### src/rtl/instr_encoder.sv
// instr_encoder: packs MIPS R-type (add/sub/and/or/xor/nor) and I-type
// (lw/sw/addi) instruction fields into 32-bit words and writes them to
// consecutive instruction-memory addresses over an acknowledged write port.
// Optional feature macro: INSTR_ENC_WRAP_EN (wrap the write pointer to 0
// after the last address instead of stopping in FULL).
module instr_encoder #(
  parameter int ADDR_W = 6
) (
  input  logic              i_clk,
  input  logic              i_rst_n,
  input  logic              i_clr,
  input  logic              i_in_valid,
  output logic              o_in_ready,
  input  logic [3:0]        i_op_sel,
  input  logic [4:0]        i_rs,
  input  logic [4:0]        i_rt,
  input  logic [4:0]        i_rd,
  input  logic [15:0]       i_imm,
  output logic              o_mem_we,
  input  logic              i_mem_ack,
  output logic [ADDR_W-1:0] o_mem_addr,
  output logic [31:0]       o_mem_wdata,
  output logic [ADDR_W:0]   o_count,
  output logic              o_full,
  output logic              o_err
);

  typedef enum logic [1:0] {
    IDLE = 2'd0,
    ENC  = 2'd1,
    WR   = 2'd2,
    FULL = 2'd3
  } state_t;

  localparam logic [ADDR_W-1:0] LAST_ADDR = '1;
  localparam logic [ADDR_W:0]   COUNT_MAX = {1'b1, {ADDR_W{1'b0}}};

  state_t            r_state;
  state_t            w_state_next;

  logic [3:0]        r_op;
  logic [4:0]        r_rs;
  logic [4:0]        r_rt;
  logic [4:0]        r_rd;
  logic [15:0]       r_imm;
  logic [31:0]       r_wdata;
  logic [ADDR_W-1:0] r_ptr;
  logic [ADDR_W:0]   r_count;

  logic              w_legal;
  logic [31:0]       w_word;
  logic              w_accept;
  logic              w_write_done;
  logic              w_last_addr;

  // Instruction encoding from the latched field set; illegal selects flagged
  always_comb begin
    w_legal = 1'b1;
    w_word  = 32'h0000_0000;
    case (r_op)
      4'd0: w_word = {6'h00, r_rs, r_rt, r_rd, 5'd0, 6'h20};
      4'd1: w_word = {6'h00, r_rs, r_rt, r_rd, 5'd0, 6'h22};
      4'd2: w_word = {6'h00, r_rs, r_rt, r_rd, 5'd0, 6'h24};
      4'd3: w_word = {6'h00, r_rs, r_rt, r_rd, 5'd0, 6'h25};
      4'd4: w_word = {6'h00, r_rs, r_rt, r_rd, 5'd0, 6'h26};
      4'd5: w_word = {6'h00, r_rs, r_rt, r_rd, 5'd0, 6'h27};
      4'd6: w_word = {6'h23, r_rs, r_rt, r_imm};
      4'd7: w_word = {6'h2b, r_rs, r_rt, r_imm};
      4'd8: w_word = {6'h08, r_rs, r_rt, r_imm};
      default: w_legal = 1'b0;
    endcase
  end

  assign w_accept     = (r_state == IDLE) && i_in_valid && !i_clr;
  assign w_write_done = (r_state == WR) && i_mem_ack && !i_clr;
  assign w_last_addr  = (r_ptr == LAST_ADDR);

  // Next-state logic; clr forces IDLE from any state, even over an ack
  always_comb begin
    w_state_next = r_state;
    case (r_state)
      IDLE: if (i_in_valid) w_state_next = ENC;
      ENC:  w_state_next = w_legal ? WR : IDLE;
      WR: begin
        if (i_mem_ack) begin
`ifdef INSTR_ENC_WRAP_EN
          w_state_next = IDLE;
`else
          w_state_next = w_last_addr ? FULL : IDLE;
`endif
        end
      end
      FULL: w_state_next = FULL;
      default: w_state_next = IDLE;
    endcase
    if (i_clr) w_state_next = IDLE;
  end

  // State register
  always_ff @(posedge i_clk or negedge i_rst_n) begin
    if (!i_rst_n) r_state <= IDLE;
    else          r_state <= w_state_next;
  end

  // Field capture on accept; encoded word registered in ENC and held through WR
  always_ff @(posedge i_clk or negedge i_rst_n) begin
    if (!i_rst_n) begin
      r_op    <= 4'd0;
      r_rs    <= 5'd0;
      r_rt    <= 5'd0;
      r_rd    <= 5'd0;
      r_imm   <= 16'h0000;
      r_wdata <= 32'h0000_0000;
    end else begin
      if (w_accept) begin
        r_op  <= i_op_sel;
        r_rs  <= i_rs;
        r_rt  <= i_rt;
        r_rd  <= i_rd;
        r_imm <= i_imm;
      end
      if ((r_state == ENC) && w_legal && !i_clr) r_wdata <= w_word;
    end
  end

  // Write pointer and saturating word count advance only on a taken write
  always_ff @(posedge i_clk or negedge i_rst_n) begin
    if (!i_rst_n) begin
      r_ptr   <= '0;
      r_count <= '0;
    end else if (i_clr) begin
      r_ptr   <= '0;
      r_count <= '0;
    end else if (w_write_done) begin
      r_ptr <= r_ptr + 1'b1;
      if (r_count != COUNT_MAX) r_count <= r_count + 1'b1;
    end
  end

`ifdef INSTR_ENC_WRAP_EN
  assign o_full = 1'b0;
`else
  logic r_full;

  // Full flag registered alongside entry into FULL; clr/reset release it
  always_ff @(posedge i_clk or negedge i_rst_n) begin
    if (!i_rst_n) r_full <= 1'b0;
    else          r_full <= (w_state_next == FULL);
  end

  assign o_full = r_full;
`endif

  assign o_in_ready  = (r_state == IDLE);
  assign o_mem_we    = (r_state == WR);
  assign o_mem_addr  = r_ptr;
  assign o_mem_wdata = r_wdata;
  assign o_count     = r_count;
  assign o_err       = (r_state == ENC) && !w_legal;

endmodule

### config.mk
export PLATFORM = sky130hd
export DESIGN_NAME = instr_encoder
export DESIGN_NICKNAME = d
export VERILOG_FILES = /design/src/rtl/instr_encoder.sv
export SDC_FILE = /design/constraint.sdc
export NUM_CORES = 1
export LEC_CHECK = 0
export CORE_UTILIZATION = 25
export CTS_BUF_LIST = sky130_fd_sc_hd__clkbuf_8 sky130_fd_sc_hd__clkbuf_16
export DETAILED_ROUTE_END_ITERATION = 10
export PLACE_DENSITY_LB_ADDON = 0.08
export SETUP_SLACK_MARGIN = 0.3
export SLEW_MARGIN = 20
export SYNTH_ARGS = -nofsm -noshare
export SYNTH_HDL_FRONTEND = slang
export SYNTH_SLANG_ARGS = --single-unit
### constraint.sdc
create_clock -name i_clk -period 2.03 [get_ports i_clk]
set_input_delay 0.406 -clock i_clk [delete_from_list [all_inputs] [get_ports i_clk]]
set_output_delay 0.406 -clock i_clk [all_outputs]
set_load 0.01 [all_outputs]
==> results of run 1 <==
==> state kept, by name (all words and copies together), names as in the netlist <==
signal       cells
o_mem_wdata     28
o_full           1
r_state          2
r_rs             5
o_count          7
r_op             4
r_rd             5
o_mem_addr       6
r_imm           16
r_rt             5
==> Yosys cell counts (4+ instances only) <==
master	instances	share of area (%)
buf_6	4	1.3
nor2b_1	12	2.1
nand3_1	6	0.84
buf_2	7	0.98
nor2_1	13	1.4
o21ai_0	4	0.56
o31ai_1	4	0.84
mux2i_1	6	1.7
a21oi_1	21	2.9
buf_4	5	1.0
mux2_2	54	17
nand2_1	6	0.63
nor3_1	4	0.56
clkbuf_1	5	0.52
dfrtp_1	79	55
==> power by group through the flow <==
stage	clock, uW	combinational (uW)	sequential [uW]
2_1_floorplan	0	724	2360
3_3_place_gp	0	1710	2280
3_5_place_dp	0	1720	2280
4_1_cts	1650	1740	2260
5_1_grt	1730	1900	2310
6_report	1590	1730	2250
==> cells by family after synthesis <==
family,count (synthesis),synth area share (%)
flip-flops,79,55.13
AND/OR/NAND/NOR,67,11.44
multiplexers,62,19.26
AO/OA/AOI/OAI,46,8.305
buffers and inverters,25,4.222
adder cells (fa/ha/maj),3,1.047
XOR/XNOR,2,0.4886
other,1,0.1046
==> layout make-up <==
cell class / instances / area, um^2 / area share (%)
multi-input cells: 182 / 1510 / 28.85
flip-flops and latches: 79 / 1981 / 37.84
clock inverters: 6 / 62.56 / 1.195
clock buffers: 9 / 225.2 / 4.303
inverters: 3 / 11.26 / 0.2152
well taps: 180 / 225.2 / 4.303
repair buffers: 128 / 1219 / 23.28
==> worst max-delay path, delay by kind of cell (launching register included) <==
kind	cells	cell delay (ns)
DFF	1	0.41
AOI/OAI and AO/OA	1	0.32
buffers and inverters	1	0.14
and+or+nand+nor	1	0.08
==> metrics by stage <==
| step | hold slack, ns | cell area, um^2 |
|---|---|---|
| finish | 0.01398 | 5234 |
| global route | 0.03172 | 5234 |
| CTS | 0.02384 | 5137 |
| detailed placement | 0.3916 | 4771 |
| global placement | 0.4018 | 4771 |
| floorplan | 0.1104 | 3590 |
==> routing by layer <==
layer	routed length [um]	GRT usage [%]	vias to the layer above
li1	-	-	1251
met1	3913	15.77	1306
met2	4163	20.80	65
met3	554	5.665	10
met4	122	4.398	0
met5	0	0	-
==> how the worst max path moves through the flow <==
stage / from / to / slack [ns]
final: r_op[2] / o_err / 0.33
after global routing: r_state[0] / o_count[3] / 0.25
after CTS: r_op[1] / o_err / 0.17
after detailed placement: i_clr / o_mem_wdata[0] / -0.13
after global placement: i_clr / o_mem_wdata[0] / -0.11
after floorplan: i_clr / r_imm[0] / 0.32
==> repair_timing <==
| item | CTS | global route |
|---|---|---|
| resized for setup | 11 | 21 |
| pin swaps | 0 | 4 |
| setup buffers | 10 | 5 |
| setup endpoints to repair | 38 | 28 |
==> impl_metrics.toml, run 1 <==
[pwr]
power.leakage_uw = 0.002263
pwr-share-clk_pct = 28.5
p_seq_share_pct = 40.4
power_density_nw_per_um2 = 1064
ir_worst_vdd_mv = 0.6305
p_total_uw = 5568
switchingPower_uw = 1566
intPower_uw = 4002
netSwitchingFraction_pct = 28.12
power_frac_comb_pct = 31.1

[synthesis]
synthArstFlopShare_pct = 100.0
ys.flop_type = "dfrtp_1"
synth.distinct_cells = 53
ys_ff_latch = 79
yosys_warnings = 0
synthCells = 285
syn_area_um2 = 3586
synth.avg_cell_area_um2 = 12.58
yosysSeqAreaShare_pct = 55.13
synth_enable_flop_cells = 0

[routing]
drt_iter0_drc = 99
wl_per_cell_um = 14.91
ant_nets = 0
wl_um = 8753
vias = 2632
avgViaCountPerCell = 4.484
drc = 0
drt_first_pass_iters = 4

[clocking]
clk_latency_ns = 0.35
clock-sinks = 79
h-tree-depth = 3
clk_pin_slew_ns = 0.06
tritoncts = "done"
cts-root-buf = "clkbuf_16"
cts_buffer_depth = 2
numCtsBuffers = 9
cts_hold_buf = 0

[setup_path]
worst_setup_path_start_kind = "flop"
rr_worst_depth = 4
timing.rr.start = "r_state[0]"
cp.required_ns = 1.62
r2r_slack_ns = 0.35
worstSetupEndpointType = "output port"
worst_path_max_delay_cell = "dfrtp_1"
rr_endpoint = "o_count[3]"
slowest_delay_ns = 0.41
worst_ep_arrival_time_ns = 1.29
path_max_fanout = 2
worstPathCellList = "o31ai_4, nor3b_2, clkbuf_2"
crit_type = "reg -> out"

[cells_and_area]
area_growth_pct = 45.95
nets = 446
final_common_cell = "dfrtp_1"
drive_gt1_share_pct = 31.45
final_cell_mix = "76 x dfrtp_1, 72 x clkdlybuf4s50_1, 54 x mux2_2"
n_fill_cell = 1354
antenna_cells = 0
final_cells = 587
fin_util_pct = 37.56

[timing]
min_period_over_period_pct = 83.59
period_minus_slack_ns = 1.697
hold_viol = 0
setup_viol = 0
slew_violations = 0
tns_ns = 0
finClkSkew_ns = 0.009064
rsz0062_at_grt = "true"
setup_slack_ns = 0.3331
max_freq_mhz = 589.3

[global_routing]
antenna_found_initial = 0
overflow = 0
grt_first_pass_wirelength_um = 14300
grt_max_degree = 41
track_usage_pct = 13.09
grt_pass1_vias = 2718

[floorplanning]
core_um2 = 13930
initial_core_util_pct = 25.73
die_area_um2 = 14830
die_w_um = 121.8
fp-row-count = 43
ios = 89
die_h_um = 121.8

[min_path]
hold_class = "in -> async"

[placement]
portBuffers = 86
gp_congestion = 0.7759
hpwl_um = 5977
post-place-ws_ns = -0.1277
dpl.cell_count = 557

[status]
status = "complete, no violations"

[run]
cap_violations = 0
No activity file was read; power rests on OpenSTA's default activity.
==> run 2: changes to the inputs <==
- clock period: 2.03 -> 1.5 ns (I/O delays scaled with it)
==> run 2 against run 1 <==
  * The run now ends with negative setup slack left
  * Critical path depth is 3 higher
  * Non-clock buffer count is 41 higher
  * Worst hold slack better by 0.41 ns
  * Count of clock-buffer cells in the layout is 1 higher
  * Critical path type is now reg -> reg
  * Largest cell class unchanged
  * Largest power group unchanged
  * Highest routed layer unchanged
==> impl_metrics.toml, run 2 (same netlist as run 1, synthesis figures left out) <==
[floorplanning]
fp-row-count = 43
die_h_um = 121.8
ios = 89
die_w_um = 121.8
initial_core_util_pct = 25.73
die_area_um2 = 14830
core_um2 = 13930

[routing]
drt_first_pass_iters = 4
drc = 0
drt_iter0_drc = 142
vias = 2792
wl_um = 10270
wl_per_cell_um = 16.40
ant_nets = 0
avgViaCountPerCell = 4.460

[setup_path]
rr_worst_depth = 6
worstPathBufferInverterCount = 4
worst_setup_path_start_kind = "flop"
cp_common_cell = "buf_6"
path_delay_family = "buffers and inverters"
worst_path_max_delay_cell = "dfrtp_2"
worst_ep_arrival_time_ns = 1.88
worstPathCellList = "buf_6, nor4b_4, buf_6, buf_12, clkbuf_16, mux2_4"
path_max_fanout = 4
crit_type = "reg -> reg"
worstSetupEndpointType = "flop"
rr_endpoint = "r_imm[11]"
timing.rr.start = "r_state[0]"
cp.required_ns = 1.72
slowest_delay_ns = 0.40
r2r_slack_ns = -0.16

[min_path]
hold_class = "in -> async"

[timing]
hold_viol = 0
max_freq_mhz = 600.9
finClkSkew_ns = 0.005176
min_period_over_period_pct = 110.9
period_minus_slack_ns = 1.664
slew_violations = 0
tns_ns = -6.657
setup_slack_ns = -0.1640
setup_viol = 70
rsz0062_at_grt = "true"

[cells_and_area]
fin_area_um2 = 6035
n_fill_cell = 1337
final_cells = 626
drive_gt1_share_pct = 56.73
area_growth_pct = 68.28
final_cell_mix = "72 x dfrtp_1, 45 x buf_4, 44 x mux2_4"
largest_reg_flops = 28
final_common_cell = "dfrtp_1"
antenna_cells = 0
nets = 488

[placement]
dpl.cell_count = 556
postPlaceCellArea_um2 = 4885
hpwl_um = 5869
gp_congestion = 0.7625
portBuffers = 86

[pwr]
power.leakage_uw = 0.002684
ir_worst_vdd_mv = 0.6072
power_density_nw_per_um2 = 1347
p_total_uw = 8127

[clocking]
tritoncts = "done"
h-tree-depth = 3
clk_latency_ns = 0.34
clock-sinks = 79
clk_pin_slew_ns = 0.06
numCtsBuffers = 9
cts-root-buf = "clkbuf_16"
cts_buffer_depth = 2

[global_routing]
grt_first_pass_wirelength_um = 15990
track_usage_pct = 14.68
overflow = 0
grt_max_degree = 39
grt_pass1_vias = 2946
antenna_found_initial = 0

[status]
violations = "negative setup slack"
status = "finished, violations left"

[run]
cap_violations = 0
run 2: changes by cell type in the layout (fill, tap and decap cells not counted), sizes merged, moves of 2 or more:
cell	before	now
dlymetal6s2s	6	0
inv	5	3
dlygate4sd2	4	1
clkdlybuf4s50	72	37
buf	43	128
clkinvlp	2	0
run 2: metrics by stage:
| stage | util (%) | setup WS [ns] | hold slack, ns |
|---|---|---|---|
| 2_1_floorplan | - | -0.09683 | 0.004409 |
| 4_1_cts | 40.99 | -0.1799 | 0.4255 |
| 6_report | 43.31 | -0.1640 | 0.4195 |
| 3_3_place_gp | 35.05 | -0.4469 | 0.2449 |
| 5_1_grt | 43.31 | -0.2076 | 0.4402 |
| 3_5_place_dp | 35.05 | -0.4623 | 0.2424 |
run 2: worst max path at each step:
stage,from,end,slack [ns],cells after the start
final,r_state[0],r_imm[11],-0.16,6
after global routing,r_state[0],r_rs[3],-0.21,6
after CTS,r_op[0],o_err,-0.18,4
after detailed placement,i_clr,r_rt[0],-0.46,4
after global placement,i_clr,o_mem_wdata[7],-0.45,5
after floorplan,r_state[0],r_imm[0],-0.1,3
run 2: where the power goes:
group | switching [uW] | internal (uW)
registers | 336 | 2720
logic | 1190 | 1770
clock network | 819 | 1290
total | 2340 | 5780
run 2: final cells by class:
type / instances / area [um^2] / area share (%)
Sequential cell: 79 / 1986 / 32.90
Timing Repair Buffer: 169 / 1622 / 26.87
Inverter: 3 / 13.76 / 0.2281
Clock inverter: 2 / 35.03 / 0.5806
Multi-Input combinational cell: 183 / 1914 / 31.72
Clock buffer: 10 / 239.0 / 3.960
Tap cell: 180 / 225.2 / 3.732
run 2: repair_timing:
item                       4_1_cts  5_1_grt
setup endpoints to repair      126      104
resized for setup              290       33
hold buffers                     1        0
hold endpoints to repair        21        0
pin swaps                       15       17
buffers inserted                36       14
cloned                           5        2
run 2: metal layers:
layer	up-vias	wire length (um)	global-route usage, %
li1	1344	-	-
met4	0	133	5.324
met3	8	611	5.243
met1	1375	4721	18.74
met2	65	4800	22.70
met5	-	0	0
